File: src/rtl/aes_defs.sv
// Shared AES definitions: round count, FSM encodings, inverse S-box table,
// and the GF(2^8) helpers used by the inverse cipher datapath.
package aes_defs;

   localparam int NR = 10;

   typedef enum logic [1:0] {
      ST_IDLE  = 2'd0,
      ST_ROUND = 2'd1,
      ST_FINAL = 2'd2
   } state_t;

   // Inverse S-box, entry 0 in the most significant byte.
   localparam logic [2047:0] INV_SBOX = {
      128'h52096ad53036a538bf40a39e81f3d7fb,
      128'h7ce339829b2fff87348e4344c4dee9cb,
      128'h547b9432a6c2233dee4c950b42fac34e,
      128'h082ea16628d924b2765ba2496d8bd125,
      128'h72f8f66486689816d4a45ccc5d65b692,
      128'h6c704850fdedb9da5e154657a78d9d84,
      128'h90d8ab008cbcd30af7e45805b8b34506,
      128'hd02c1e8fca3f0f02c1afbd0301138a6b,
      128'h3a9111414f67dcea97f2cfcef0b4e673,
      128'h96ac7422e7ad3585e2f937e81c75df6e,
      128'h47f11a711d29c5896fb7620eaa18be1b,
      128'hfc563e4bc6d279209adbc0fe78cd5af4,
      128'h1fdda8338807c731b11210592780ec5f,
      128'h60517fa919b54a0d2de57a9f93c99cef,
      128'ha0e03b4dae2af5b0c8ebbb3c83539961,
      128'h172b047eba77d626e169146355210c7d
   };

   function automatic logic [7:0] xtime(input logic [7:0] b);
      return {b[6:0], 1'b0} ^ (b[7] ? 8'h1b : 8'h00);
   endfunction

   function automatic logic [7:0] gf_mul9(input logic [7:0] b);
      logic [7:0] x2, x4, x8;
      x2 = xtime(b);
      x4 = xtime(x2);
      x8 = xtime(x4);
      return x8 ^ b;
   endfunction

   function automatic logic [7:0] gf_mulb(input logic [7:0] b);
      logic [7:0] x2, x4, x8;
      x2 = xtime(b);
      x4 = xtime(x2);
      x8 = xtime(x4);
      return x8 ^ x2 ^ b;
   endfunction

   function automatic logic [7:0] gf_muld(input logic [7:0] b);
      logic [7:0] x2, x4, x8;
      x2 = xtime(b);
      x4 = xtime(x2);
      x8 = xtime(x4);
      return x8 ^ x4 ^ b;
   endfunction

   function automatic logic [7:0] gf_mule(input logic [7:0] b);
      logic [7:0] x2, x4, x8;
      x2 = xtime(b);
      x4 = xtime(x2);
      x8 = xtime(x4);
      return x8 ^ x4 ^ x2;
   endfunction

   // Row r rotates right by r columns; byte index is row + 4*column.
   function automatic logic [127:0] inv_shift_rows(input logic [127:0] s);
      logic [127:0] res;
      res = '0;
      for (int c = 0; c < 4; c++) begin
         for (int r = 0; r < 4; r++) begin
            res[127-8*(r+4*c) -: 8] = s[127-8*(r+4*((c-r+4)%4)) -: 8];
         end
      end
      return res;
   endfunction

   function automatic logic [31:0] inv_mix_column(input logic [31:0] col);
      logic [7:0] a0, a1, a2, a3;
      a0 = col[31:24];
      a1 = col[23:16];
      a2 = col[15:8];
      a3 = col[7:0];
      return {gf_mule(a0) ^ gf_mulb(a1) ^ gf_muld(a2) ^ gf_mul9(a3),
              gf_mul9(a0) ^ gf_mule(a1) ^ gf_mulb(a2) ^ gf_muld(a3),
              gf_muld(a0) ^ gf_mul9(a1) ^ gf_mule(a2) ^ gf_mulb(a3),
              gf_mulb(a0) ^ gf_muld(a1) ^ gf_mul9(a2) ^ gf_mule(a3)};
   endfunction

endpackage

File: src/rtl/engine_inv_sbox.sv
// Single-byte inverse S-box lookup, purely combinational.
module engine_inv_sbox
   import aes_defs::*;
(
   input  logic [7:0] i_byte,
   output logic [7:0] o_byte
);

   // Table is stored entry 0 first, so index from the top using ~i_byte.
   assign o_byte = INV_SBOX[{~i_byte, 3'b000} +: 8];

endmodule

File: src/rtl/engine_inverse_round_transformer.sv
// Iterative AES-128 inverse cipher: one round per clock, done pulse on completion.
module engine_inverse_round_transformer
   import aes_defs::*;
(
   input  logic         clk,
   input  logic         rst_,
   input  logic         transformer_start,
   input  logic [127:0] ciphertext,
   input  logic [127:0] round0_key,
   input  logic [127:0] round1_key,
   input  logic [127:0] round2_key,
   input  logic [127:0] round3_key,
   input  logic [127:0] round4_key,
   input  logic [127:0] round5_key,
   input  logic [127:0] round6_key,
   input  logic [127:0] round7_key,
   input  logic [127:0] round8_key,
   input  logic [127:0] round9_key,
   input  logic [127:0] round10_key,
   output logic [127:0] plaintext,
   output logic         transformer_done
);

   state_t       r_state;
   logic [3:0]   r_ctr;
   logic [127:0] r_data;
   logic [127:0] r_plain;
   logic         r_done;

   state_t       w_state_nx;
   logic [3:0]   w_ctr_nx;
   logic [127:0] w_data_nx;
   logic [127:0] w_plain_nx;
   logic         w_done_nx;

   logic [127:0] w_isr;
   logic [127:0] w_isb;
   logic [127:0] w_key;
   logic [127:0] w_ark;
   logic [127:0] w_imc;

   assign w_isr = inv_shift_rows(r_data);

   for (genvar g = 0; g < 16; g++) begin : g_isb
      engine_inv_sbox u_isb (
         .i_byte(w_isr[8*g +: 8]),
         .o_byte(w_isb[8*g +: 8])
      );
   end

   // Middle-round key chosen by the down-counter.
   always_comb begin
      w_key = '0;
      case (r_ctr)
         4'd1:    w_key = round1_key;
         4'd2:    w_key = round2_key;
         4'd3:    w_key = round3_key;
         4'd4:    w_key = round4_key;
         4'd5:    w_key = round5_key;
         4'd6:    w_key = round6_key;
         4'd7:    w_key = round7_key;
         4'd8:    w_key = round8_key;
         4'd9:    w_key = round9_key;
         default: w_key = '0;
      endcase
   end

   assign w_ark = w_isb ^ w_key;

   for (genvar g = 0; g < 4; g++) begin : g_imc
      assign w_imc[32*g +: 32] = inv_mix_column(w_ark[32*g +: 32]);
   end

   // Next-state and datapath update selection; done is low unless finishing.
   always_comb begin
      w_state_nx = r_state;
      w_ctr_nx   = r_ctr;
      w_data_nx  = r_data;
      w_plain_nx = r_plain;
      w_done_nx  = 1'b0;
      case (r_state)
         ST_IDLE: begin
            if (transformer_start) begin
               w_data_nx  = ciphertext ^ round10_key;
               w_ctr_nx   = 4'(NR - 1);
               w_state_nx = ST_ROUND;
            end
         end
         ST_ROUND: begin
            w_data_nx = w_imc;
            w_ctr_nx  = r_ctr - 4'd1;
            if (r_ctr == 4'd1) begin
               w_state_nx = ST_FINAL;
            end
         end
         ST_FINAL: begin
            w_plain_nx = w_isb ^ round0_key;
            w_done_nx  = 1'b1;
            w_state_nx = ST_IDLE;
         end
         default: begin
            w_state_nx = ST_IDLE;
         end
      endcase
   end

   // State, counter, round state and output registers with synchronous reset.
   always_ff @(posedge clk) begin
      if (rst_) begin
         r_state <= ST_IDLE;
         r_ctr   <= '0;
         r_data  <= '0;
         r_plain <= '0;
         r_done  <= 1'b0;
      end else begin
         r_state <= w_state_nx;
         r_ctr   <= w_ctr_nx;
         r_data  <= w_data_nx;
         r_plain <= w_plain_nx;
         r_done  <= w_done_nx;
      end
   end

   assign plaintext        = r_plain;
   assign transformer_done = r_done;

endmodule

File: config.mk
export PLATFORM = sky130hd
export DESIGN_NAME = engine_inverse_round_transformer
export DESIGN_NICKNAME = d
export VERILOG_FILES = /design/src/rtl/aes_defs.sv /design/src/rtl/engine_inv_sbox.sv /design/src/rtl/engine_inverse_round_transformer.sv
export SDC_FILE = /design/constraint.sdc
export NUM_CORES = 2
export LEC_CHECK = 0
export BUFFER_PORTS_ARGS = -buffer_cell sky130_fd_sc_hd__buf_2
export CORE_AREA = 2 2 659 661
export CTS_CLUSTER_SIZE = 28
export DETAILED_ROUTE_END_ITERATION = 6
export DIE_AREA = 0 0 661 663
export PLACE_DENSITY = 0.38
export SETUP_SLACK_MARGIN = 0.2
export SLEW_MARGIN = 10
export SYNTH_ARGS = -nofsm -noshare
export SYNTH_HDL_FRONTEND = slang
export SYNTH_SLANG_ARGS = --single-unit
File: constraint.sdc
create_clock -name clk -period 10.5 [get_ports clk]
set_input_delay 2.1 -clock clk [delete_from_list [all_inputs] [get_ports clk]]
set_output_delay 2.1 -clock clk [all_outputs]
set_load 0.03 [all_outputs]
# Word level (Yosys, flattened, before mapping)
# Index checks and enable logic that the tools add are counted.
# word_totals
reg_bits	263
latchBits	0
ram_bits	0
rom_bits	0
output_inout_bits	129
n_memories	0
# op_classes
n_addsub	1
mul	0
n_div	0
magnitude_cmp	0
n_eq_ne	13
shift	16
muxes	57
bitwise	211
n_reduce_logical	4
# ops
op	count
indexed part select 2048 x 12 -> 8 bit, first input constant	16
bitwise XOR 8 bit	152
one-hot mux 128 bit (9 select lines)	1
bitwise XOR 128 bit	3
bitwise XOR 8 x 5 -> 8 bit	40
one-hot mux 128 bit (2 select lines)	1
two-way mux 5 bit	48
two-way mux 128 bit	1
NOT 8 bit	16
== test 4 x 3 -> 1 bit, second input constant	4
== test 4 x 2 -> 1 bit, second input constant	2
== test 4 bit, second input constant	2
one-hot mux 4 bit (2 select lines)	1
== test 4 x 1 -> 1 bit, second input constant	1
two-way mux 2 bit	2
two-way mux 4 bit	1
inequality test 2 bit, second input constant	2
one-hot mux 2 bit (2 select lines)	1
AND reduction 2 bit	2
subtractor 4 x 1 -> 4 bit, second input constant	1
== test 2 x 1 -> 1 bit, second input constant	1
== test 2 bit, second input constant	1
zero test 2 bit	1
nonzero test 2 bit	1
two-way mux 1 bit	1

# Longest topological paths before layout
# depth
depth_word	15
ltp_mapped	20

# Modules after synthesis
# Synthesis repeated with hierarchy kept, for this count alone.
# hier_totals
cells_unflattened	11972
area_unflattened_um2	83184.8
# modules_own_cells
module	instances	cells_per_inst	area_each_um2
engine_inv_sbox at g_isb[10].u_isb ...	15	529	3248.1
engine_inverse_round_transformer	1	3505	31219.9
engine_inv_sbox at g_isb[0].u_isb	1	532	3243.1

# Worst setup path after synthesis
# No wires, ideal clock.
# synth_timing
kind	input port to flip-flop
start	input port round5_key[30]
end	register r_data[20]
arrival_time_ps	5148
path_slack_ps	5216
path_stages	11
path_buffers	0
cell_sequence	and4b_1 -> a2111o_1 -> or4b_4 -> o21a_2 -> a211oi_4 -> xnor3_1 -> xnor3_2 -> xor2_2 -> xnor2_1 -> xor2_1 -> a211oi_2
# synth_between
elab_chain_len	11
# synth_lines
item	line	source
start, declared	engine_inverse_round_transformer.sv:14	input logic [127:0] round5_key,
one-hot mux 128 bit (9 select lines)	engine_inverse_round_transformer.sv:54	case (r_ctr)
bitwise XOR 128 bit	engine_inverse_round_transformer.sv:68	assign w_ark = w_isb ^ w_key;
bitwise XOR 8 x 5 -> 8 bit	aes_defs.sv:34	return {b[6:0], 1'b0} ^ (b[7] ? 8'h1b : 8'h00);
two-way mux 5 bit	aes_defs.sv:34	
bitwise XOR 8 x 5 -> 8 bit (2 in a row)	aes_defs.sv:34	
bitwise XOR 8 bit	aes_defs.sv:42	return x8 ^ b;
bitwise XOR 8 bit (3 in a row)	aes_defs.sv:88	gf_mul9(a0) ^ gf_mule(a1) ^ gf_mulb(a2) ^ gf_muld(a3),
one-hot mux 128 bit (2 select lines)	engine_inverse_round_transformer.sv:81	case (r_state)
end signal, assigned	engine_inverse_round_transformer.sv:118	r_data <= w_data_nx;
end, declared	engine_inverse_round_transformer.sv:26	logic [127:0] r_data;
# No other way between the ends.
# A chain may end at the register's enable or synchronous reset.

# Worst setup path after layout
# layout_timing
start	register r_data[48]
end	register r_data[28]
# layout_between
elab_chain_len	13
elab_cells_between_ends	15
# layout_lines
item	line	source
NOT 8 bit (*)	engine_inv_sbox.sv:10	assign o_byte = INV_SBOX[{~i_byte, 3'b000} +: 8];
indexed part select 2048 x 12 -> 8 bit (*)	engine_inv_sbox.sv:10	
bitwise XOR 128 bit (*)	engine_inverse_round_transformer.sv:68	
bitwise XOR 8 x 5 -> 8 bit	aes_defs.sv:34	
two-way mux 5 bit or bitwise XOR 8 x 5 -> 8 bit (tied branches)	aes_defs.sv:34	
bitwise XOR 8 x 5 -> 8 bit or two-way mux 5 bit (tied branches)	aes_defs.sv:34	
bitwise XOR 8 x 5 -> 8 bit	aes_defs.sv:34	
bitwise XOR 8 bit	aes_defs.sv:50	return x8 ^ x2 ^ b;
bitwise XOR 8 bit (*)	aes_defs.sv:50	
bitwise XOR 8 bit (*) (3 in a row)	aes_defs.sv:87	return {gf_mule(a0) ^ gf_mulb(a1) ^ gf_muld(a2) ^ gf_mul9(a3),
one-hot mux 128 bit (2 select lines) (*)	engine_inverse_round_transformer.sv:81	
# Every way passes the cells marked *; elsewhere a longest branch is shown, timed or not.

==> flow_summary.yaml <==
synth:
  ys.warnings.count: 0
  synth_cell_type_count: 129
  synth-seq-area-share: 0.06229
  netlist_instances: 11850
  synth.top_cell.area_share: 0.07233
  yosysTopAreaCell: "sky130_fd_sc_hd__xnor2_1"
  postSynthAreaPerCell_um2: 7.133
  mappedNetlistNets: 13670
  synth.most_common_cell: "sky130_fd_sc_hd__nand2_1"
  synth-main-ff-cell: "sky130_fd_sc_hd__dfxtp_1"
  synth-async-reset-ratio: 0
  yosys-top-cells-area: "sky130_fd_sc_hd__xnor2_1 7.2%, sky130_fd_sc_hd__dfxtp_1 6.2%, sky130_fd_sc_hd__a21oi_1 4.8%"
  synth-seq-cells: 263
  synth-edff-count: 0
  synth.top_cells.by_count: "874 x sky130_fd_sc_hd__nand2_1, 809 x sky130_fd_sc_hd__a21oi_1, 749 x sky130_fd_sc_hd__nor2_1"
  syn-cell-area_mm2: 0.08452
finish:
  area_delta_synth_final_pct: 20.08
  number_of_standard_cells_in_the_final_layout_excluding_fillers: 19370
  nFillCells: 49360
  layout-drive-gt1-share: 0.2192
  layout.nets: 14470
sta:
  fin_setup_tns_ns: 0
  setup_viol: 0
  timing.max_slew.rel_slack: 0.01300
  slew_violations: 0
  min_period_ns: 7.034
  setup_ws_ns: 3.466
  unrepaired_setup_endpoints_after_global_routing: "false"
  worstMarginPinSlew_ns: 1.481
  worst_clock_skew_ns: 0.09608
  hold_violations: 0
  layout_worst_path_cycle_share: 0.6699
  max_freq_ghz: 0.1422
worst_setup_path:
  crit_path_start_kind: "flop"
  cpLargestDelayFamily: "XOR/XNOR gates"
  crit_path_cell_trace: "buf_4, inv_1, ha_1, and2_1, nor3_1, o221a_2, o31ai_1, nand4_1, xnor2_1, xnor2_1, xnor2_1, xor2_1, xnor2_1, xnor3_1, a211oi_1"
  crit-reg2reg-launch: "r_data[48]"
  crit_cells: 15
  timing.rr.end: "r_data[28]"
  critical_path_required_ns: 11.20
  worst_setup_path_endpoint: "r_data[28]"
  cp.buffers_inverters: 2
  reg2reg_slack_ns: 3.47
  crit_fanout: 24
  rr_worst_depth: 15
  path_class: "flop to flop"
  crit_top_cell: "sky130_fd_sc_hd__xnor2_1"
  cp_slowest_cell: "sky130_fd_sc_hd__xnor2_1"
  timing.critical_path.arrival_ns: 7.74
  setup.worst_path.end_class: "flop"
  crit_path_start: "r_data[48]"
  max_stage_delay_ns: 1.18
global_route:
  overall_global_routing_usage: 0.3826
  antenna_found_initial: 452
  grt_pass1_vias: 104300
  first_pass_grt_wire_length_um: 1121000
  largest_net_degree_at_the_start_of_global_routing: 140
  globalRouteOverflowTotal: 0
detailed_routing:
  drc: 14
  dr.pass1.iters: 7
  routed_wire_length_per_instance_um: 45.73
  dr_iter_0_viols: 19490
  vias: 116900
  routed_wirelength_um: 885700
  route.detailed.vias_per_inst: 6.033
  route.antenna.remaining_nets: 0
clock_tree:
  post_cts.repair.setup_buffers: 0
  tritoncts.num_buffers: 50
  clk_lat_worst_skew_ns: 0.83
  clock-sinks: 263
  cts_buffer_depth: 3
  cts_htree_levels: 2
  cts.clk_slew.worst_paths_ns: 0.06
  cts.root.buffer_cell: "sky130_fd_sc_hd__clkbuf_16"
  cts_hold_repair.buffers: 0
  tritoncts: "yes"
  cts_resized: 0
hold_path:
  holdCritStartpoint: "plaintext[114]"
  min_path_type: "flop to flop"
floorplan:
  io_pins: 1668
  core_rows: 242
  initial_utilization: 0.1956
  die_h_um: 663
  die_width_um: 661
  design.die.area_mm2: 0.4382
  fp.coreArea_mm2: 0.4321
placement:
  dpl.cell_count: 18330
  placer_congestion_estimate: 1.063
  dp_worst_setup_slack_ns: 3.592
  port_buffers: 1667
  dp_hpwl_um: 715100
flow_run:
  drv_cap: 0
outcome:
  run_status: "finished, violations left"
  violated_checks: "DRC"
==> cells by family (layout without fill, tap and decap cells) <==
kind of cell               Yosys count  after routing  synth area share
AOI/OAI and AO/OA                 4479           4479            0.3815
and+or+nand+nor                   3804           3804            0.2300
buffers and inverters             1551           2387           0.08781
xor gates and xnor gates          1202           1202            0.1468
adders and majority gates          281            281           0.04160
muxes                              270            270           0.04996
DFF                                263            263           0.06229
other                                0            948                 0
==> worst min-delay path by stage <==
stage,to,slack [ns],depth (start not counted)
CTS,plaintext[115],0.45,2
detailed placement,plaintext[115],0.44,2
global placement,plaintext[99],0.44,2
finish,plaintext[114],0.45,2
global route,plaintext[78],0.47,2
floorplan,r_state[0],0.47,1
==> per-stage QoR <==
step	instance area [µm²]	hold slack (ns)	utilization
floorplan	84520	0.4741	-
global placement	97290	0.4385	0.2252
detailed placement	97310	0.4421	0.2252
CTS	99090	0.4508	0.2293
global route	100800	0.4720	0.2332
finish	101500	0.4494	0.2349
==> sequential cells by signal (all words and copies together) (netlist names) <==
name and count:
r_ctr 4, plaintext 128, transformer_done 1, r_data 128, r_state 2
==> worst reg2reg max path, stage by stage (launching register included) <==
cell	delay (ns)
sky130_fd_sc_hd__dfxtp_1	0.31
sky130_fd_sc_hd__buf_4	0.35
sky130_fd_sc_hd__inv_1	0.43
sky130_fd_sc_hd__ha_1	0.99
sky130_fd_sc_hd__and2_1	0.46
sky130_fd_sc_hd__nor3_1	0.11
sky130_fd_sc_hd__o221a_2	0.26
sky130_fd_sc_hd__o31ai_1	0.26
sky130_fd_sc_hd__nand4_1	0.81
sky130_fd_sc_hd__xnor2_1	1.20
sky130_fd_sc_hd__xnor2_1	0.36
sky130_fd_sc_hd__xnor2_1	0.29
sky130_fd_sc_hd__xor2_1	0.35
sky130_fd_sc_hd__xnor2_1	0.21
sky130_fd_sc_hd__xnor3_1	0.36
sky130_fd_sc_hd__a211oi_1	0.22
==> layout by cell type, fill, tap and decap left out, drive strengths merged, types with 281 or more instances in the layout <==
cell    instances
a211oi        349
a21oi         809
a22oi         296
buf          2098
diode         948
ha            281
nand2         874
nand2b        411
nand3         378
nor2          752
nor2b         331
nor3          328
o21ai         697
xnor2         753
xor2          357
==> cell type report <==
cell class | count | area [µm²] | area share
clock inverter | 32 | 389.1 | 0.003834
timing repair buffer | 2098 | 11780 | 0.1161
clock buffer | 60 | 1393 | 0.01372
tap | 5734 | 7174 | 0.07069
antenna | 948 | 2372 | 0.02337
multi-input combinational | 10040 | 72220 | 0.7116
inverter | 197 | 739.5 | 0.007286
sequential | 263 | 5423 | 0.05343
==> layer usage <==
metal	vias up	global-route usage	wire (µm)
met5	-	0	1037
met4	154	0.2985	79980
met3	1699	0.1337	101700
met2	8781	0.5434	361200
met1	58230	0.4670	341800
li1	48000	-	-
Power is left out: the tool's default activity adds up to more than one toggle a clock period on the data nets, which glitch-free logic cannot reach.
